--- src/rtl/prod_accum_pkg.sv ---
// Shared types and default widths for the product accumulator.
// Saturating build is selected with the PROD_ACCUM_SAT_EN macro (see acc_add).
package prod_accum_pkg;

  typedef enum logic [1:0] {
    ST_IDLE = 2'd0,
    ST_ACC  = 2'd1,
    ST_HOLD = 2'd2
  } state_t;

  localparam int DEF_PW        = 8;
  localparam int DEF_AW        = 12;
  localparam int DEF_MAX_TERMS = 16;

endpackage

--- src/rtl/acc_add.sv ---
// Combinational accumulate step: acc + zero-extended prod, with carry out.
// Build option PROD_ACCUM_SAT_EN clamps the sum to all-ones on carry.
module acc_add
  import prod_accum_pkg::*;
#(
  parameter int PW = DEF_PW,
  parameter int AW = DEF_AW
) (
  input  logic [AW-1:0] acc,
  input  logic [PW-1:0] prod,
  output logic [AW-1:0] sum,
  output logic          carry
);

  logic [AW:0] full;

  always_comb begin
    full  = {1'b0, acc} + (AW + 1)'(prod);
    carry = full[AW];
`ifdef PROD_ACCUM_SAT_EN
    // Once clamped, a further non-zero add carries again and stays clamped.
    sum = carry ? {AW{1'b1}} : full[AW-1:0];
`else
    sum = full[AW-1:0];
`endif
  end

endmodule

--- src/rtl/prod_accum.sv ---
// Packet accumulator for multiplier products: sums beats until in_last or
// MAX_TERMS, then holds the result until the consumer takes it.
// Handshake: a beat transfers on in_valid & in_ready; a result transfers on
// out_valid & out_ready. Both ready/valid outputs are registered from state.
module prod_accum
  import prod_accum_pkg::*;
#(
  parameter  int PW        = DEF_PW,
  parameter  int AW        = DEF_AW,
  parameter  int MAX_TERMS = DEF_MAX_TERMS,
  localparam int CW        = $clog2(MAX_TERMS) + 1
) (
  input  logic          clk,
  input  logic          rst_n,
  input  logic          in_valid,
  output logic          in_ready,
  input  logic [PW-1:0] in_prod,
  input  logic          in_last,
  output logic          out_valid,
  input  logic          out_ready,
  output logic [AW-1:0] out_sum,
  output logic [CW-1:0] out_count,
  output logic          out_ovf
);

  localparam logic [CW-1:0] MAX_CNT = CW'(MAX_TERMS);

  state_t        state;
  logic [AW-1:0] acc;
  logic [CW-1:0] cnt;
  logic          ovf;
  logic [AW-1:0] add_sum;
  logic          add_carry;
  logic          accept;

  assign accept = in_valid & in_ready;

  acc_add #(
    .PW(PW),
    .AW(AW)
  ) u_add (
    .acc  (acc),
    .prod (in_prod),
    .sum  (add_sum),
    .carry(add_carry)
  );

  always_ff @(posedge clk or negedge rst_n) begin
    if (!rst_n) begin
      state     <= ST_IDLE;
      acc       <= '0;
      cnt       <= '0;
      ovf       <= 1'b0;
      in_ready  <= 1'b1;
      out_valid <= 1'b0;
    end else begin
      case (state)
        ST_IDLE: begin
          if (accept) begin
            acc <= AW'(in_prod);
            cnt <= CW'(1);
            ovf <= 1'b0;
            if (in_last || (MAX_TERMS == 1)) begin
              state     <= ST_HOLD;
              in_ready  <= 1'b0;
              out_valid <= 1'b1;
            end else begin
              state <= ST_ACC;
            end
          end
        end
        ST_ACC: begin
          if (accept) begin
            acc <= add_sum;
            cnt <= cnt + CW'(1);
            ovf <= ovf | add_carry;
            if (in_last || ((cnt + CW'(1)) == MAX_CNT)) begin
              state     <= ST_HOLD;
              in_ready  <= 1'b0;
              out_valid <= 1'b1;
            end
          end
        end
        ST_HOLD: begin
          // The result register is also the accumulator, so it clears on hand-off.
          if (out_ready) begin
            state     <= ST_IDLE;
            acc       <= '0;
            cnt       <= '0;
            ovf       <= 1'b0;
            in_ready  <= 1'b1;
            out_valid <= 1'b0;
          end
        end
        default: begin
          state     <= ST_IDLE;
          in_ready  <= 1'b1;
          out_valid <= 1'b0;
        end
      endcase
    end
  end

  assign out_sum   = acc;
  assign out_count = cnt;
  assign out_ovf   = ovf;

endmodule

--- config.mk ---
export PLATFORM = sky130hd
export DESIGN_NAME = prod_accum
export DESIGN_NICKNAME = d
export VERILOG_FILES = /design/src/rtl/prod_accum_pkg.sv /design/src/rtl/acc_add.sv /design/src/rtl/prod_accum.sv
export SDC_FILE = /design/constraint.sdc
export NUM_CORES = 1
export LEC_CHECK = 0
export ABC_AREA = 1
export ABC_CLOCK_PERIOD_IN_PS = 2700
export BUFFER_PORTS_ARGS = -buffer_cell sky130_fd_sc_hd__buf_2
export CAP_MARGIN = 0
export CELL_PAD_IN_SITES_DETAIL_PLACEMENT = 1
export CELL_PAD_IN_SITES_GLOBAL_PLACEMENT = 2
export CORE_MARGIN = 4
export CORE_UTILIZATION = 33
export DETAILED_ROUTE_END_ITERATION = 10
export PLACE_DENSITY = 0.87
export SLEW_MARGIN = 20
export SYNTH_ARGS = -nofsm -noshare
export SYNTH_HDL_FRONTEND = slang
export SYNTH_SLANG_ARGS = --single-unit
--- constraint.sdc ---
create_clock -name clk -period 2.7 [get_ports clk]
set_input_delay 0.54 -clock clk [delete_from_list [all_inputs] [get_ports clk]]
set_output_delay 0.54 -clock clk [all_outputs]
set_load 0.02 [all_outputs]
==> out/qor.txt <==
CTS sink cnt: 22
synthesized area: 1670 um2
Worst EP required: 2.90 ns
endpoint type of the worst setup path: flop
CP peak stage delay: 0.41 ns
EDFF count, synth: 0
Mapped Avg Cell Area: 7.23 um2
clock skew: 0.00395 ns
max_slew headroom: 0.630
launching point of the worst reg2reg path: state[1]$_DFFE_PN0P_
RSZ-0062 raised after global routing: no
Slew @ Worst Pin: 0.555 ns
setup violators final: 0
initial drt markers: 44
HPWL after DPL: 3470 um
Inst Count DP: 328
CTS clock-pin slew for the worst setup and hold paths: 0.09 ns
post-cts resize count: 0
fin crit share: 0.725
leakage: 1.06 nW
commonest non-fill, non-tap cells in the layout: 66 x nand2_1, 32 x buf_2, 28 x inv_1
CTS buffer count: 3
Register-to-Register Path Depth: 11
Crit Path Class: flop to flop
Skew-Pair Late Insertion Delay: 0.27 ns
Routed Antenna Nets: 0
yosys warns: 0
Synth Flop Type: dfrtp_1
Routed WL per cell: 13.5 um
GR met3 Demand/Resource: 0.0238
gate count of the mapped netlist: 231
critical path peak fanout: 19
Critical Path AT: 2.15 ns
post-route insts no fill: 332
crit-path cells: inv_1 > ha_1 > inv_2 > nand2_4 > nand2_4 > nand2_4 > nor2_8 > inv_6 > nor2_8 > nand3_2 > a21oi_1
Nets: 294
Rows: 25
Sw Pwr: 0.00119 W
largest net degree at the start of global routing: 23
CTS tree: built
leading cell type in the layout, fill and taps excluded: nand2_1
Post-Route WL: 4500 um
chip width: 79.1 um
GP Congestion: 0.805
CTS H-tree depth: 1
grt ovf: 0
Clock power frac: 0.139
crit-path leading delay family: simple AND/OR/NAND/NOR gates
die height: 79.1 um
met2 usage: 0.259
initial antenna violation count: 0
CTS Root Cell: clkbuf_8
total nets after synthesis: 259
share of layout cells above drive strength 1: 0.177
vias per inst: 4.76
Fin Setup TNS: 0 ns
maximum vdd drop: 522 uV
FILL cells: 634
hold_buf cts: 0
combinational share of power: 0.614
Area contributors post-synth: dfrtp_1 31%, nand2_1 15%, ha_1 10%
Async SR Flop Fraction: 1.00
DRT Pass-1 Iters: 4
Final Hold Violating Endpoints: 0
total global routing track utilization: 0.155
post-synthesis xor/xnor area fraction: 0
Final min period: 1.96 ns
Simple-Gate Fraction of Synth Area: 0.365
die area: 6260 um2
area of the core: 4820 um2
sequential fraction of the synthesis area: 0.331
critical path's slowest cell: dfrtp_1
Ports: 33
Remaining DRCs: 0
PD cells: 1170 nW/um2
synthesis-to-layout area growth: 17.8%
cell taking the most area after synthesis: dfrtp_1
crit path buf inv count: 3
Max-Cap Viols: 0
CTS Buffer Depth: 2
Initial Utilization: 0.346
Sequential Power Share: 0.247
grt met1 use: 0.211
# Post-CTS Setup Buffers: 0
ANT cells: 0
switching fraction of total power: 0.517
CP most frequent cell: nand2_4
Synth Area in Compound Gates: 0.106
first-pass GRT wire length: 7670 um
fmax: 511 MHz
DR vias: 1581
GRT busiest layer: met2
HP Class: input pin to asynchronous set/reset pin
CP Launch Type: flop
Max Transition Viols Final: 0
post-synth top area share: 0.315
reg-to-reg slack, setup: 0.74 ns
Port Buffers: 32
vias in the first global route: 1628
Cell Int Power: 0.00111 W
Synth Register Bits: 22
outcome: complete, no violations
largest family of logic cells by synthesized area: simple AND/OR/NAND/NOR gates
Adder-Cell Fraction of Synth Area: 0.117
portion of netlist area occupied by mux cells: 0
reg-to-reg endpoint: out_sum[10]$_DFFE_PN0P_
Synth cell types: 26
==> layout make-up <==
| cell class | instances | area (um2) | share of cell area |
|---|---|---|---|
| clock buffer | 3 | 41.3 | 0.0210 |
| clock inverter | 1 | 30.0 | 0.0153 |
| inverter | 30 | 118 | 0.0598 |
| multi-input combinational | 177 | 981 | 0.499 |
| sequential | 22 | 552 | 0.281 |
| tap | 67 | 83.8 | 0.0426 |
| timing repair buffer | 32 | 160 | 0.0815 |
==> sequential cells by signal, summed over array words and instances (netlist names) <==
signal     cells
out_sum       12
out_count      5
state          2
in_ready       1
out_ovf        1
out_valid      1
==> Yosys cell counts, types with 2 or more instances <==
library cell / number
a21oi_1: 18
a22o_1: 2
or2_2: 2
nand2_4: 3
nand2_1: 66
inv_1: 28
dfrtp_1: 21
nor2_8: 2
nand4_1: 4
o21ai_0: 10
ha_1: 14
nand3b_1: 5
nor2_1: 23
nand3_1: 21
==> metal layers <==
metal | wire length (um) | vias to the layer above
met4 | 36 | 0
met2 | 2110 | 26
met1 | 2230 | 733
met3 | 119 | 4
li1 | - | 818
met5 | 0 | -
==> worst max path at each step <==
| stage | from | to | slack (ns) | cells past startpoint |
|---|---|---|---|---|
| detailed placement | in_prod[0] | out_sum[10]$_DFFE_PN0P_ | 0.67 | 10 |
| global route | state[1]$_DFFE_PN0P_ | out_sum[10]$_DFFE_PN0P_ | 0.55 | 11 |
| finish | state[1]$_DFFE_PN0P_ | out_sum[10]$_DFFE_PN0P_ | 0.74 | 11 |
| global placement | in_prod[5] | out_sum[11]$_DFFE_PN0P_ | 0.71 | 9 |
| CTS | state[1]$_DFFE_PN0P_ | out_sum[10]$_DFFE_PN0P_ | 0.72 | 11 |
| floorplan | in_prod[0] | out_ovf$_DFFE_PN0P_ | 0.92 | 9 |
==> through the flow <==
stage / utilization / hold WS (ns) / setup slack (ns) / area [um2] / total power [W]
finish: 0.408 / 0.245 / 0.743 / 1970 / 0.00231
global route: 0.408 / 0.280 / 0.553 / 1970 / 0.00255
CTS: 0.408 / 0.263 / 0.718 / 1970 / 0.00234
detailed placement: 0.393 / 0.466 / 0.666 / 1890 / 0.00201
global placement: 0.393 / 0.458 / 0.711 / 1890 / 0.00198
floorplan: - / 0.244 / 0.917 / 1670 / 0.00164
==> power groups by stage <==
stage / sequential (W) / clock (W) / combinational [W]
after detailed placement: 0.000577 / 0 / 0.00143
after global routing: 0.000592 / 0.000351 / 0.00160
after CTS: 0.000572 / 0.000334 / 0.00144
after floorplan: 0.000677 / 0 / 0.000961
after global placement: 0.000574 / 0 / 0.00140
final: 0.000570 / 0.000321 / 0.00142
==> cells by family (layout without fill, tap and decap cells) <==
| group | after synthesis | count (layout) |
|---|---|---|
| flip-flops | 22 | 22 |
| adder cells (fa/ha/maj) | 15 | 15 |
| AND/OR/NAND/NOR | 129 | 129 |
| AO/OA/AOI/OAI | 33 | 33 |
| buffers and inverters | 32 | 66 |
Power figures use the tool's default switching activity.
